$ cat src/rtl/serial_nibble_rx_pkg.sv
// Shared definitions for the serial nibble receiver: FSM encoding and frame geometry.
package serial_nibble_rx_pkg;

    typedef logic [2:0] state_t;

    localparam state_t ST_IDLE      = 3'd0;
    localparam state_t ST_START     = 3'd1;
    localparam state_t ST_DATA      = 3'd2;
    localparam state_t ST_PARITY    = 3'd3;
    localparam state_t ST_STOP      = 3'd4;
    localparam state_t ST_WAIT_IDLE = 3'd5;

    localparam int DATA_BITS  = 4;
    // start + data + parity + stop
    localparam int FRAME_BITS = 7;

endpackage

$ cat src/rtl/serial_nibble_rx_sync.sv
// Two-flop synchroniser for an idle-high serial line; both stages reset to 1.
module serial_nibble_rx_sync (
    input  logic clk,
    input  logic rst_n,
    input  logic line,
    output logic synced
);

    logic meta;

    always_ff @(posedge clk) begin
        if (!rst_n) begin
            meta   <= 1'b1;
            synced <= 1'b1;
        end else begin
            meta   <= line;
            synced <= meta;
        end
    end

endmodule

$ cat src/rtl/serial_nibble_rx.sv
// Receives start + 4 data bits (LSB first) + parity + stop and presents the nibble
// and raw parity bit with a registered one-cycle strobe.
//
//   state      | meaning
//   IDLE       | waiting for line low
//   START      | half-bit wait, confirm start bit at mid-bit
//   DATA       | sample 4 data bits, one per bit period
//   PARITY     | sample parity bit into holding flop
//   STOP       | sample stop bit, flag good frame or framing error
//   WAIT_IDLE  | after framing error, wait for line to return high
module serial_nibble_rx
    import serial_nibble_rx_pkg::*;
#(
    parameter  int CLKS_PER_BIT = 4,
    localparam int CNT_W        = $clog2(CLKS_PER_BIT)
) (
    input  logic       clk,
    input  logic       rst_n,
    input  logic       rx_in,
    output logic [3:0] data_out,
    output logic       par_out,
    output logic       frame_valid,
    output logic       frame_err,
    output logic       busy
);

    localparam int IDX_W = $clog2(DATA_BITS);

    localparam logic [CNT_W-1:0] HALF_TC  = CNT_W'(CLKS_PER_BIT / 2 - 1);
    localparam logic [CNT_W-1:0] FULL_TC  = CNT_W'(CLKS_PER_BIT - 1);
    localparam logic [IDX_W-1:0] LAST_IDX = IDX_W'(DATA_BITS - 1);

    state_t                 state;
    logic [CNT_W-1:0]       cnt;
    logic [IDX_W-1:0]       bit_idx;
    logic [DATA_BITS-1:0]   shift;
    logic                   par_hold;
    logic                   ok_pend;
    logic                   err_pend;
    logic                   rxs;

    serial_nibble_rx_sync u_sync (
        .clk    (clk),
        .rst_n  (rst_n),
        .line   (rx_in),
        .synced (rxs)
    );

    assign busy = (state != ST_IDLE);

    always_ff @(posedge clk) begin
        if (!rst_n) begin
            state    <= ST_IDLE;
            cnt      <= '0;
            bit_idx  <= '0;
            shift    <= '0;
            par_hold <= 1'b0;
            ok_pend  <= 1'b0;
            err_pend <= 1'b0;
        end else begin
            ok_pend  <= 1'b0;
            err_pend <= 1'b0;
            case (state)
                ST_IDLE: begin
                    cnt <= '0;
                    if (!rxs) state <= ST_START;
                end
                ST_START: begin
                    if (cnt == HALF_TC) begin
                        cnt     <= '0;
                        bit_idx <= '0;
                        state   <= rxs ? ST_IDLE : ST_DATA;
                    end else begin
                        cnt <= cnt + 1'b1;
                    end
                end
                ST_DATA: begin
                    if (cnt == FULL_TC) begin
                        cnt            <= '0;
                        shift[bit_idx] <= rxs;
                        if (bit_idx == LAST_IDX) state <= ST_PARITY;
                        else                     bit_idx <= bit_idx + 1'b1;
                    end else begin
                        cnt <= cnt + 1'b1;
                    end
                end
                ST_PARITY: begin
                    if (cnt == FULL_TC) begin
                        cnt      <= '0;
                        par_hold <= rxs;
                        state    <= ST_STOP;
                    end else begin
                        cnt <= cnt + 1'b1;
                    end
                end
                ST_STOP: begin
                    // Returning to IDLE mid-stop-bit lets a back-to-back start bit be caught.
                    if (cnt == FULL_TC) begin
                        cnt <= '0;
                        if (rxs) begin
                            ok_pend <= 1'b1;
                            state   <= ST_IDLE;
                        end else begin
                            err_pend <= 1'b1;
                            state    <= ST_WAIT_IDLE;
                        end
                    end else begin
                        cnt <= cnt + 1'b1;
                    end
                end
                ST_WAIT_IDLE: begin
                    cnt <= '0;
                    if (rxs) state <= ST_IDLE;
                end
                default: begin
                    cnt   <= '0;
                    state <= ST_IDLE;
                end
            endcase
        end
    end

    always_ff @(posedge clk) begin
        if (!rst_n) begin
            data_out    <= 4'b0000;
            par_out     <= 1'b0;
            frame_valid <= 1'b0;
            frame_err   <= 1'b0;
        end else begin
            frame_valid <= ok_pend;
            frame_err   <= err_pend;
            if (ok_pend) begin
                data_out <= shift;
                par_out  <= par_hold;
            end
        end
    end

endmodule
$ cat config.mk
export PLATFORM = sky130hd
export DESIGN_NAME = serial_nibble_rx
export DESIGN_NICKNAME = d
export VERILOG_FILES = /design/src/rtl/serial_nibble_rx_pkg.sv /design/src/rtl/serial_nibble_rx_sync.sv /design/src/rtl/serial_nibble_rx.sv
export SDC_FILE = /design/constraint.sdc
export NUM_CORES = 1
export LEC_CHECK = 0
export BUFFER_PORTS_ARGS = -buffer_cell sky130_fd_sc_hd__buf_4
export CAP_MARGIN = 20
export CORE_MARGIN = 2
export CORE_UTILIZATION = 43
export CTS_CLUSTER_SIZE = 16
export DETAILED_ROUTE_END_ITERATION = 12
export PLACE_DENSITY = 0.62
export SLEW_MARGIN = 20
export SYNTH_ARGS = -nofsm -noshare
export SYNTH_HDL_FRONTEND = slang
export SYNTH_HIERARCHICAL = 1
export SYNTH_SLANG_ARGS = --single-unit
$ cat constraint.sdc
create_clock -name clk -period 2.45 [get_ports clk]
set_clock_uncertainty 0.15 [all_clocks]
set_input_delay 0.49 -clock clk [delete_from_list [all_inputs] [get_ports clk]]
set_output_delay 0.49 -clock clk [all_outputs]
set_load 0.02 [all_outputs]
# ---- Word level (Yosys, flattened, before mapping)
# Cells that the tools add are included.
dict set report totals {
  regBits 23
  inputBits 3
  wordCells 65
}
dict set report classes {
  add_sub_neg 2
  order_cmp 2
  n_eq_ne 16
  mux 22
  n_reduce_logical 10
}
# operator n
set ops {}
lappend ops {{$mux 3} 8}
lappend ops {{$pmux 3 s6} 1}
lappend ops {{$ne 2x2->1 const B} 7}
lappend ops {{$mux 2} 6}
lappend ops {{$pmux 2 s2} 2}
lappend ops {{$reduce_and 7->1} 1}
lappend ops {{$eq 3x2->1 const B} 2}
lappend ops {{$eq 3x3->1 const B} 2}
lappend ops {{$add 2x1->2 const B} 2}
lappend ops {{$bwmux 4} 1}
lappend ops {{$eq 2x2->1 const B} 2}
lappend ops {{$reduce_and 2->1} 2}
lappend ops {{$reduce_and 4->1} 1}
lappend ops {{$eq 3x1->1 const B} 1}
lappend ops {{$logic_not 3->1} 1}
lappend ops {{$lt 2x3->1 const B} 1}
lappend ops {{$mux 1} 3}
lappend ops {{$reduce_and 3->1} 1}
lappend ops {{$reduce_bool 3->1} 1}
lappend ops {{$reduce_or 3->1} 1}
lappend ops {{$demux 1 s2} 1}
lappend ops {{$eq 2x1->1 const B} 1}
lappend ops {{$ge 2x1->1 const B} 1}
lappend ops {{$ne 2x1->1 const B} 1}
lappend ops {{other kinds (2)} 2}

# ---- Longest topological paths before layout
# Gate-level depths: netlist of run 1.
dict set report depth {
  depth_word 5
  depth_mapped 6
  mapped_depth_nobuf 6
}

# ---- By module
# Netlist of run 1, hierarchy kept.
# mod n_inst cells_each area_per_inst_um2 seq_area_each_um2
set by_module_without_submodules {}
lappend by_module_without_submodules {serial_nibble_rx 1 121 1086.0 420.4}
lappend by_module_without_submodules {serial_nibble_rx_sync 1 4 52.6 40.0}

# ---- Worst setup path before layout of run 1
# OpenSTA, ideal clock, no wires.
dict set report synth_path {
  path_type {reg2reg}
  start {register cnt[0]}
  end {register state[2]}
  setup_time_ns 0.069
  t_arrival_ns 1.361
  required_time_ns 2.231
  setup_slack_ns 0.870
  path_stages_with_launch 6
  n_path_buf 0
  period_less_slack_ns 1.580
  cell_sequence {dfxtp_1 ha_1 mux2i_1 a22o_1 or3_1 o21ai_1}
}
dict set report synth_via {
  elab_chain_cells 3
  elab_cells_between_ends 7
}
# element line
set synth_rtl {}
lappend synth_rtl {{start, declared} serial_nibble_rx.sv:34} ;# logic [CNT_W-1:0] cnt;
lappend synth_rtl {{start signal, assigned} serial_nibble_rx.sv:74} ;# cnt <= cnt + 1'b1;
lappend synth_rtl {{start signal, assigned} serial_nibble_rx.sv:84} ;# cnt <= cnt + 1'b1;
lappend synth_rtl {{start signal, assigned} serial_nibble_rx.sv:93} ;# cnt <= cnt + 1'b1;
lappend synth_rtl {{$eq 2x2->1 / $eq 2x1->1 (equally long branches)} -}
lappend synth_rtl {{$ne 2x2->1 (no source line)} -}
lappend synth_rtl {{$reduce_and 7->1 (no source line) *} -}
lappend synth_rtl {{end signal, assigned} serial_nibble_rx.sv:72} ;# state <= rxs ? ST_IDLE : ST_DATA;
lappend synth_rtl {{end, declared} serial_nibble_rx.sv:33} ;# state_t state;
# Every way passes the cells marked *; elsewhere a longest branch is shown, timed or not.
# A chain may end at the register's enable or synchronous reset.

# ---- Final worst setup path of run 1
dict set report layout_path {
  start {register state[0]}
  end {output busy}
}
dict set report layout_via {
  elab_chain_cells 1
}
# element line
set layout_rtl {}
lappend layout_rtl {{$reduce_bool 3->1} serial_nibble_rx.sv:49} ;# assign busy = (state != ST_IDLE);
lappend layout_rtl {{end, declared} serial_nibble_rx.sv:24} ;# output logic busy
# No other way between the ends.

==> metrics.sh, run 1 <==
CTS_TREE='done'
SETUP_TNS_NS=0
COUNT_OF_TRITONROUTE_ITERATIONS_IN_THE_FIRST_ROUTING_PASS=4
CRIT_PATH_CELL_TRACE='nor2_1 -> nand2_1 -> buf_4'
TIMING.CRITICAL_PATH.FROM_TYPE='register'
TIMING.CRITICAL_PATH.FANOUT_MAX=14
TOTAL_LENGTH_OF_ROUTED_WIRES_UM=1880
WIRE_PER_INST_UM=11.7
FIN_CRIT_SH_PCT=77.9
SYNTH-MAIN-FF-CELL='dfxtp_1'
DESIGN.FINAL.NETS=143
LAYOUT_COMMONEST_CELL='dfxtp_1'
YOSYS.AREA.TOP_TYPE='dfxtp_1'
INSTANCES_NO_FILL=161
FINALHOLDVIOLATIONS=0
FIRST_ITER_VIOLATIONS=15
CP_DATA_REQUIRED_TIME_NS=1.81
REPORT.POWER.TOTAL_mW=0.577
ACHIEVABLE-FREQUENCY_MHz=524
ROUTED-VIA-COUNT=842
PLACE.DETAILED.INSTANCES=157
CRIT_SLOWEST_CELL='dfxtp_1'
DIE_WIDTH_UM=55.5
ROUTE.DETAILED.DRC=0
PORT-BUFFER-COUNT=10
YS.WARNINGS.COUNT=6
GLOBAL_PLACEMENT_ROUTABILITY_CONGESTION=0.751
WORST_HOLD_PATH_TYPE='in -> reg'
DRV_CAP=0
CLOCK_TREE.ROOT_CELL='clkbuf_4'
DIE_HEIGHT_UM=55.5
CTS_SETUP_BUFFERS=0
CRITICAL_PATH.REG2REG.ENDPOINT='state[2]'
GROUTE.USAGE.OVERALL_PCT=12.9
FLOORPLAN.INITIALDENSITY_PCT=45.5
CRITPATHMAXSTAGEDELAY_NS=0.59
TIMING.HOLD.WORST_ENDPOINT='u_sync/meta'
SETUP.WORST_PATH.END_CLASS='output port'
RSZ0062_AT_GRT='no'
GLOBALROUTE.TOTALOVERFLOW=0
WORST_R2R_PATH_DEPTH=4
HOLD_PATH_STARTPOINT='rx_in'
DPL_CELL_AREA_MM2=0.00121
HOLD_PATH_DEPTH=2
POST_SYNTH_NUM_CELL_TYPES=33
LARGEST_NET_DEGREE_AT_THE_START_OF_GLOBAL_ROUTING=25
TIMING.SETUP.CRITICAL_PATH_CLASS='reg -> out'
ANTENNA_LEFT=0
NFILLCELLS=232
CTS_SINKS=23
PLACE_HPWL_UM=1350
SYNTH_TOP_AREA_SHARE_PCT=40.4
ANTENNA-DIODE-COUNT=0
CTS_MAX_LEVEL=1
FINAL_CORE_UTIL_PCT=49.4
SYN-CELL-AREA_MM2=0.00114
ROW_COUNT=18
FLIP_FLOP_AND_LATCH_COUNT_AFTER_SYNTHESIS=23
CTSLONGESTPATHBUFFERS=2
FINALINSTANCEAREA_MM2=0.00123
IOPINCOUNT=11
DIE-AREA_MM2=0.00308
SYNTH-SEQ-AREA-SHARE_PCT=40.4
MEAN_INSTANCE_SIZE_IN_THE_SYNTHESIZED_NETLIST_UM2=9.11
CRITICAL_PATH_ARRIVAL_NS=1.27
WORST_SLEW_MARGIN_REL_PCT=61.9
POWER.DENSITY_CELL_AREA_mW_PER_MM2=467
POST_CTS_HOLD_BUFFER_COUNT=0
FF_TO_FF_SETUP_SLACK_NS=0.67
POSTSYNTH.ASYNCRESETSHARE_PCT=0
POST_SYNTH_MAIN_AREA_CONTRIBUTORS='dfxtp_1 40%, ha_1 8.8%, mux2i_1 7.9%, nor2b_1 4.9%, nand2_1 4.3%'
IR_WORST_VDD_V=0.000431
WORST_SLEW_PIN_SLEW_NS=0.557
CORE_REGION_AREA_MM2=0.00250
CLKSLEWWORSTSETUPHOLDPATHS_NS=0.12
SYN-INSTANCE-COUNT=125
AREA_GROWTH_SYN_TO_LAYOUT_PCT=8.46
SETUP-VIOLATIONS-FINAL=0
CTS_BUFFERS=3
P_LEAK_nW=0.450
REPORT.FINAL.SLEW_VIOL_COUNT=0
WORSTSKEWPAIRLATENCY_NS=0.31
MAPPEDNETLISTNETS=136
GRT_FIRST_PASS_WIRELENGTH_UM=3240
MIN_PERIOD_NS=1.91
MOSTFREQUENTLAYOUTCELLS='23 x dfxtp_1, 13 x nand2_1, 10 x buf_4, 9 x mux2i_1, 9 x nor2b_1'
ANTENNA_FOUND_INITIAL=0
CTS.REPAIR.RESIZED=0
VIAS_IN_THE_FIRST_GLOBAL_ROUTE=747
FINAL_LAYOUT_SIZE_SUFFIX_GT1_SHARE_PCT=10.7
RUN_STATUS='finished clean'
VIA_TO_CELL_RATIO=5.23
SYNTH_EDF_COUNT=0
CRIT-REG2REG-LAUNCH='state[1]'
==> routing by layer <==
layer	vias to the layer above	track usage (%)	part of all wire, %
met3	4	3.75	2.8
met5	-	0	0
met2	10	20.2	43
met4	0	4.18	1.4
li1	442	-	-
met1	386	17.0	52
==> critical path, delay by kind of cell, from the launching register on <==
kind,cells,cell delay (ns)
flops,1,0.59
simple gates,2,0.23
buf+inv,1,0.13
==> layout make-up <==
type / instances / area (um^2) / share of cell area (%)
flip-flops and latches: 23 / 460 / 37.3
clock buffers: 4 / 26.3 / 2.13
well taps: 30 / 37.5 / 3.04
repair buffers: 10 / 75.1 / 6.08
inverters: 7 / 26.3 / 2.13
multi-input cells: 87 / 609 / 49.3
==> metrics by stage <==
step                      setup WS (ns)  hold slack, ns
after floorplan                   0.870           0.236
after global placement            0.742           0.253
after detailed placement          0.704           0.253
after CTS                         0.536           0.198
after global routing              0.429           0.201
final                             0.541           0.204
==> flip-flops by register name, indices dropped and copies added, names as in the netlist <==
register,cells
u_sync/synced,1
bit_idx,2
par_out,1
shift,4
u_sync/meta,1
err_pend,1
cnt,2
data_out,4
ok_pend,1
state,3
frame_err,1
frame_valid,1
par_hold,1
==> worst max-delay path by stage <==
| stage | start | to | depth (start not counted) |
|---|---|---|---|
| after floorplan | cnt[0] | state[2] | 5 |
| after global placement | cnt[0] | state[1] | 5 |
| after detailed placement | state[1] | state[2] | 4 |
| after CTS | state[0] | busy | 3 |
| after global routing | state[0] | busy | 3 |
| final | state[0] | busy | 3 |
==> synthesized netlist by cell type (3+ instances only) <==
| cell | n |
|---|---|
| nand2_1 | 13 |
| nor2b_1 | 9 |
| a21boi_0 | 6 |
| nor2_1 | 3 |
| mux2i_1 | 9 |
| ha_1 | 8 |
| dfxtp_1 | 23 |
| nand3_1 | 6 |
| clkbuf_1 | 3 |
| inv_1 | 7 |
| and2_1 | 3 |
| buf_2 | 4 |
| nand2b_1 | 5 |
==> cell families (layout without fill, tap and decap cells) <==
kind of cell	Yosys count	count (layout)	share of synthesized area [%]
fa+ha+maj	8	8	8.79
flops	23	23	40.4
mux	9	9	7.91
buf+inv	15	21	6.04
simple gates	49	49	24.0
compound gates	21	21	12.9
==> power breakdown <==
group          internal [mW]  switching [mW]
registers              0.376         0.00412
clock network         0.0636           0.111
logic                 0.0110          0.0105
Power figures use the tool's default switching activity.
==> inputs of run 2 (changes only) <==
--- a/config.mk
+++ b/config.mk
@@ -11,7 +11,7 @@
 export CORE_UTILIZATION = 43
 export CTS_CLUSTER_SIZE = 16
 export DETAILED_ROUTE_END_ITERATION = 12
-export PLACE_DENSITY = 0.62
+export PLACE_DENSITY = 0.64
 export SLEW_MARGIN = 20
 export SYNTH_ARGS = -nofsm -noshare
 export SYNTH_HDL_FRONTEND = slang
==> constraint.sdc (replaced) <==
create_clock -name clk -period 1.7 [get_ports clk]
set_clock_uncertainty 0.15 [all_clocks]
set_input_delay 0.34 -clock clk [delete_from_list [all_inputs] [get_ports clk]]
set_output_delay 0.34 -clock clk [all_outputs]
set_load 0.02 [all_outputs]
==> run 2 against run 1 <==
Net effect: utilization rose by 4.3 points; critical path depth increased by 1; die area unchanged; critical path type unchanged; wire length rose by 14%; register-to-register slack lost 0.59 ns; sequential power increased by 43%; largest power group unchanged.
==> metrics.sh, run 2 (synthesis results as in run 1) <==
SETUP.WORST_PATH.END_CLASS='output port'
GLOBALROUTE.TOTALOVERFLOW=0  # unchanged
CTS_TREE='done'
VIAS_IN_THE_FIRST_GLOBAL_ROUTE=836  # +12%
CRIT_SLOWEST_CELL='dfxtp_4'
SETUP-VIOLATIONS-FINAL=0  # unchanged
GLOBAL_ROUTE.USAGE.MET2_PCT=21.4  # +1.2 points
GLOBAL_PLACEMENT_ROUTABILITY_CONGESTION=0.795  # +5.9%
REGISTERS_WITH_THE_MOST_FLIP_FLOPS='data_out: 4 flops, shift: 4 flops, state: 3 flops'
ROUTE.DETAILED.DRC=0  # unchanged
RUN_STATUS='finished clean'
DESIGN.FINAL.NETS=152  # +6.3%
MOSTFREQUENTLAYOUTCELLS='19 x buf_4, 18 x dfxtp_1, 13 x nand2_1, 9 x mux2i_1, 9 x nor2b_1'
WORST_HOLD_PATH_TYPE='in -> reg'
TIMING.CRITICAL_PATH.FANOUT_MAX=5  # -9
ANTENNA_FOUND_INITIAL=0  # unchanged
COUNT_OF_TRITONROUTE_ITERATIONS_IN_THE_FIRST_ROUTING_PASS=4  # unchanged
DRV_CAP=0  # unchanged
CTS_BUFFERS=3  # unchanged
WORST_SLEW_MARGIN_REL_PCT=78.1  # +16 points
CRITICAL_PATH.MOST_COMMON_CELL='buf_4'
DIE_WIDTH_UM=55.5  # unchanged
CTSLONGESTPATHBUFFERS=2  # unchanged
FIN_CRIT_SH_PCT=96.2
IR_WORST_VDD_V=0.000391  # -9.2%
PLACE.DETAILED.INSTANCES=163  # +3.8%
FINALHOLDVIOLATIONS=0  # unchanged
PORT-BUFFER-COUNT=10  # unchanged
PLACE_HPWL_UM=1420  # +5.8%
ROW_COUNT=18  # unchanged
FIRST_ITER_VIOLATIONS=13  # -2
IOPINCOUNT=11  # unchanged
GLOBAL_ROUTE.USAGE.MET1_PCT=19.4  # +2.4 points
CLOCK_TREE.ROOT_CELL='clkbuf_4'
DIE-AREA_MM2=0.00308  # unchanged
AREA_GROWTH_SYN_TO_LAYOUT_PCT=17.9
LAYOUT_COMMONEST_CELL='buf_4'
REPORT.FINAL.SLEW_VIOL_COUNT=0  # unchanged
POST_CTS_HOLD_BUFFER_COUNT=0  # unchanged
ROUTED-VIA-COUNT=906  # +7.6%
TIMING.SETUP.CRITICAL_PATH_CLASS='reg -> out'
CRITPATHMAXSTAGEDELAY_NS=0.37  # -0.22 ns
CORE_REGION_AREA_MM2=0.00250  # unchanged
P_LEAK_nW=0.503  # +12%
HOLD-WORST-SLACK_NS=0.0551  # -0.149 ns
WORST_SLEW_PIN_SLEW_NS=0.328  # -0.229 ns
INSTANCES_NO_FILL=170  # +5.6%
GROUTE.USAGE.OVERALL_PCT=13.9  # +0.98 points
TOTAL_LENGTH_OF_ROUTED_WIRES_UM=2140  # +14%
PRE_CTS_SLACK_NS=0.0330  # -0.671 ns
DIE_HEIGHT_UM=55.5  # unchanged
CTS_MAX_LEVEL=1  # unchanged
WIRE_PER_INST_UM=12.6  # +7.8%
POSTLAYOUTSETUPSLACKWORST_NS=0.0642  # -0.477 ns
CRIT_PATH_CELL_TRACE='buf_4 -> nor2_4 -> nand2_1 -> buf_4'
CRITICAL_PATH_ARRIVAL_NS=1.15  # -0.12 ns
VIA_TO_CELL_RATIO=5.33  # +1.9%
TIMING.CRITICAL_PATH.FROM_TYPE='register'
ACHIEVABLE-FREQUENCY_MHz=611
GROUTE.LAYER.MET3.USAGE_PCT=2.81  # -0.94 points
POWER.DENSITY_CELL_AREA_mW_PER_MM2=624  # +34%
DPL_CELL_AREA_MM2=0.00125  # +3.7%
GR-MAX-USAGE-LAYER='met2'
CTS_SINKS=23  # unchanged
ANTENNA_LEFT=0  # unchanged
LARGEST_NET_DEGREE_AT_THE_START_OF_GLOBAL_ROUTING=25  # unchanged
FLOORPLAN.INITIALDENSITY_PCT=45.5  # unchanged
FINALINSTANCEAREA_MM2=0.00134  # +8.7%
CLKSLEWWORSTSETUPHOLDPATHS_NS=0.13  # about the same
CPLARGESTDELAYFAMILY='flip-flops'
SETUP_TNS_NS=0  # unchanged
CRITICAL_PATH.N_BUFFERS_INVERTERS=2  # +1
WORSTSKEWPAIRLATENCY_NS=0.30  # about the same
ANTENNA-DIODE-COUNT=0  # unchanged
GRT_FIRST_PASS_WIRELENGTH_UM=3510  # +8.5%
FINAL_LAYOUT_SIZE_SUFFIX_GT1_SHARE_PCT=26.4  # +16 points
MIN_PERIOD_NS=1.64
CP_DATA_REQUIRED_TIME_NS=1.21  # -0.60 ns
[run 2: cell types whose count changed in the layout (fill, tap and decap cells not counted), moves of 2 or more]
cell     change
buf_4        +9
dfxtp_1      -5
nor2_1       -2
ha_2         +3
ha_1         -3
dfxtp_2      +4
[run 2: per-layer routing]
layer	routed length (um)	vias to the layer above
met2	982	26
li1	-	454
met1	1030	422
met5	0	-
met4	31	0
met3	95	4
[run 2: cell type report]
class / instances / area (um^2)
inverter: 7 / 26.3
timing repair buffer: 19 / 143
multi-input combinational: 87 / 639
fill: 225 / 1160
tap: 30 / 37.5
clock buffer: 3 / 22.5
clock inverter: 1 / 5.00
sequential: 23 / 469
[run 2: final timing paths]
check | start | end | slack, ns | depth (start not counted)
worst max-delay path | state[0] | busy | 0.06 | 4
worst min-delay path | rx_in | u_sync/meta | 0.06 | 2
worst min register to register | u_sync/meta | u_sync/synced | 0.28 | 1
worst max register to register | bit_idx[0] | bit_idx[1] | 0.08 | 5
[run 2: metrics by stage]
step           util (%)  power [mW]
3_3_place_gp       50.2       0.594
6_report           53.7       0.838
5_1_grt            53.7       0.892
3_5_place_dp       50.2       0.594
4_1_cts            52.2       0.850
2_1_floorplan         -       0.583
[run 2: power breakdown]
group | switching (mW) | internal, mW
clock | 0.163 | 0.0876
sequential | 0.00255 | 0.541
combinational | 0.0213 | 0.0216
total | 0.187 | 0.650
[run 2: timing repair]
item / in CTS / in global routing
cloned: 0 / 0
pin swaps: 0 / 3
resized for setup: 4 / 12
endpoints found under the setup margin: 1 / 6
setup buffers: 2 / 1
==> inputs of run 3 (changes only) <==
--- a/config.mk
+++ b/config.mk
@@ -12,6 +12,7 @@
 export CTS_CLUSTER_SIZE = 16
 export DETAILED_ROUTE_END_ITERATION = 12
 export PLACE_DENSITY = 0.64
+export RECOVER_POWER = 100
 export SLEW_MARGIN = 20
 export SYNTH_ARGS = -nofsm -noshare
 export SYNTH_HDL_FRONTEND = slang
==> run 3 against run 2 <==
Net effect: sequential power about the same; count of clock-buffer cells in the layout unchanged; global-route usage did not move; utilization shrank 1.5 points; sequential cell count is the same; non-clock buffer count stayed put; combinational power is 3% lower; critical path depth unchanged; wire length stayed put; final area down 2.7%; power increased by 0.20%; clock power about the same; highest routed layer unchanged.
==> metrics.sh, run 3 (synthesis results as in run 1) <==
FIRST_ITER_VIOLATIONS=13  # unchanged
TOTAL_LENGTH_OF_ROUTED_WIRES_UM=2140  # unchanged
P_CLK_SHARE_PCT=30.1  # about the same
POWER.COMBINATIONAL.FRACTION_PCT=5.0  # about the same
CRITICAL_PATH.MOST_COMMON_CELL='buf_4'
ACHIEVABLE-FREQUENCY_MHz=613  # +0.31%
SETUP-VIOLATIONS-FINAL=0  # unchanged
TIMING.CRITICAL_PATH.FROM_TYPE='register'
TIMING.CRITICAL_PATH.FANOUT_MAX=5  # unchanged
SEQUENTIALPOWERSHARE_PCT=64.9  # about the same
AREA_GROWTH_SYN_TO_LAYOUT_PCT=14.7
ROUTED-VIA-COUNT=903  # -0.33%
WORST_SLEW_MARGIN_REL_PCT=46.0  # -32 points
COUNT_OF_TRITONROUTE_ITERATIONS_IN_THE_FIRST_ROUTING_PASS=6  # +2
PORT-BUFFER-COUNT=10  # unchanged
DIE-AREA_MM2=0.00308  # unchanged
DIE_WIDTH_UM=55.5  # unchanged
PRE_CTS_SLACK_NS=0.0330  # unchanged
ANTENNA-DIODE-COUNT=0  # unchanged
SETUP.WORST_PATH.END_CLASS='output port'
LARGEST_NET_DEGREE_AT_THE_START_OF_GLOBAL_ROUTING=25  # unchanged
FLOORPLAN.INITIALDENSITY_PCT=45.5  # unchanged
CRITPATHMAXSTAGEDELAY_NS=0.35  # -0.02 ns
POWER.DENSITY_CELL_AREA_mW_PER_MM2=643  # +3.0%
GLOBALROUTE.TOTALOVERFLOW=0  # unchanged
CRITICAL_PATH.N_BUFFERS_INVERTERS=2  # unchanged
LAYOUT_COMMONEST_CELL='dfxtp_1'
NFILLCELLS=238  # +5.8%
RUN_STATUS='finished clean'
IOPINCOUNT=11  # unchanged
GROUTE.USAGE.OVERALL_PCT=13.9  # unchanged
CRIT_PATH_CELL_TRACE='buf_4 -> nor2_4 -> nand2_1 -> buf_4'
MOSTFREQUENTLAYOUTCELLS='19 x dfxtp_1, 13 x nand2_1, 10 x buf_4, 9 x mux2i_1, 9 x nor2b_1'
P_LEAK_nW=0.471  # -6.5%
CLKSLEWWORSTSETUPHOLDPATHS_NS=0.13  # about the same
WORSTSKEWPAIRLATENCY_NS=0.31  # about the same
CRIT_SLOWEST_CELL='dfxtp_1'
FINALINSTANCEAREA_MM2=0.00131  # -2.7%
CTS_TREE='done'
GRT_FIRST_PASS_WIRELENGTH_UM=3510  # unchanged
ROW_COUNT=18  # unchanged
VIAS_IN_THE_FIRST_GLOBAL_ROUTE=836  # unchanged
CORE_REGION_AREA_MM2=0.00250  # unchanged
POST_CTS_HOLD_BUFFER_COUNT=0  # unchanged
WORST_SLEW_PIN_SLEW_NS=0.810  # +0.482 ns
ANTENNA_LEFT=0  # unchanged
TIMING.SETUP.CRITICAL_PATH_CLASS='reg -> out'
POWER.SWITCHING_mW=0.189  # +0.95%
CP_DATA_REQUIRED_TIME_NS=1.21  # about the same
FINAL_LAYOUT_SIZE_SUFFIX_GT1_SHARE_PCT=19.3  # -7.1 points
CRITICAL_PATH_ARRIVAL_NS=1.14  # about the same
ANTENNA_FOUND_INITIAL=0  # unchanged
INTERNAL_POWER_mW=0.650  # about the same
DIE_HEIGHT_UM=55.5  # unchanged
FINALHOLDVIOLATIONS=0  # unchanged
CTS_SINKS=23  # unchanged
PLACE_HPWL_UM=1420  # unchanged
NETSWITCHINGFRACTION_PCT=22.5  # +0.17 points
IR_WORST_VDD_V=0.000391  # about the same
WORST_HOLD_PATH_TYPE='in -> reg'
CLOCK_TREE.ROOT_CELL='clkbuf_4'
REGISTERS_WITH_THE_MOST_FLIP_FLOPS='data_out: 4 flops, shift: 4 flops, state: 3 flops'
VIA_TO_CELL_RATIO=5.31  # -0.33%
CTS_MAX_LEVEL=1  # unchanged
DESIGN.FINAL.NETS=152  # unchanged
DPL_CELL_AREA_MM2=0.00125  # unchanged
REPORT.FINAL.SLEW_VIOL_COUNT=0  # unchanged
CPLARGESTDELAYFAMILY='flip-flops'
MIN_PERIOD_NS=1.63  # -0.00507 ns
CTSLONGESTPATHBUFFERS=2  # unchanged
GLOBAL_PLACEMENT_ROUTABILITY_CONGESTION=0.795  # unchanged
POSTLAYOUTSETUPSLACKWORST_NS=0.0693  # +0.00507 ns
ROUTE.DETAILED.DRC=0  # unchanged
FIN_CRIT_SH_PCT=95.9  # -0.30 points
WIRE_PER_INST_UM=12.6  # unchanged
DRV_CAP=0  # unchanged
CTS_BUFFERS=3  # unchanged
[run 3: cell count changes in the layout (fill, tap and decap cells not counted)]
cell	change
clkbuf_1	+8
buf_4	-9
and4bb_1	+1
dfxtp_4	-1
and4bb_2	-1
dfxtp_1	+1
and2_1	-1
buf_2	+1
and2_0	+1
[run 3: metrics by stage]
step / utilization (%) / std cells / setup TNS [ns] / hold slack (ns) / total power [mW]
2_1_floorplan: - / 125 / 0 / 0.236 / 0.583
3_3_place_gp: 50.2 / 163 / 0 / 0.246 / 0.594
3_5_place_dp: 50.2 / 163 / 0 / 0.248 / 0.594
4_1_cts: 52.2 / 169 / 0 / 0.0449 / 0.850
5_1_grt: 52.3 / 170 / -0.0207 / 0.0290 / 0.892
6_report: 52.3 / 170 / 0 / 0.0521 / 0.839
[run 3: final timing paths]
kind         slack, ns        start             to  cells past startpoint
max               0.07     state[0]           busy                      4
min               0.05        rx_in    u_sync/meta                      2
max reg2reg       0.07     state[0]       state[1]                      5
min reg2reg       0.28  u_sync/meta  u_sync/synced                      1
[run 3: timing repair]
action / 4_1_cts / 5_1_grt
pin swaps: 0 / 3
endpoints found under the setup margin: 1 / 6
buffers inserted: 2 / 1
resized for setup: 4 / 12
[run 3: final cells by class]
cell class | instances | area [um^2] | share of cell area (%)
multi-input cells | 87 | 639 | 48.9
repair buffers | 19 | 110 | 8.43
flip-flops and latches | 23 | 465 | 35.6
clock buffers | 3 | 22.5 | 1.72
clock inverters | 1 | 5.00 | 0.383
well taps | 30 | 37.5 | 2.87
inverters | 7 | 26.3 | 2.01
[run 3: power by group through the flow]
stage          Clock [mW]  Sequential, mW  Combinational, mW
6_report            0.253           0.545             0.0417
3_5_place_dp            0           0.558             0.0359
3_3_place_gp            0           0.558             0.0361
4_1_cts             0.266           0.544             0.0399
5_1_grt             0.300           0.545             0.0461
2_1_floorplan           0           0.556             0.0273
[run 3: layer usage]
metal / up-vias / global-route usage, % / routed length (um)
li1: 453 / - / -
met2: 22 / 21.4 / 993
met3: 2 / 2.81 / 77
met5: - / 0 / 0
met1: 426 / 19.4 / 1050
met4: 0 / 4.53 / 12
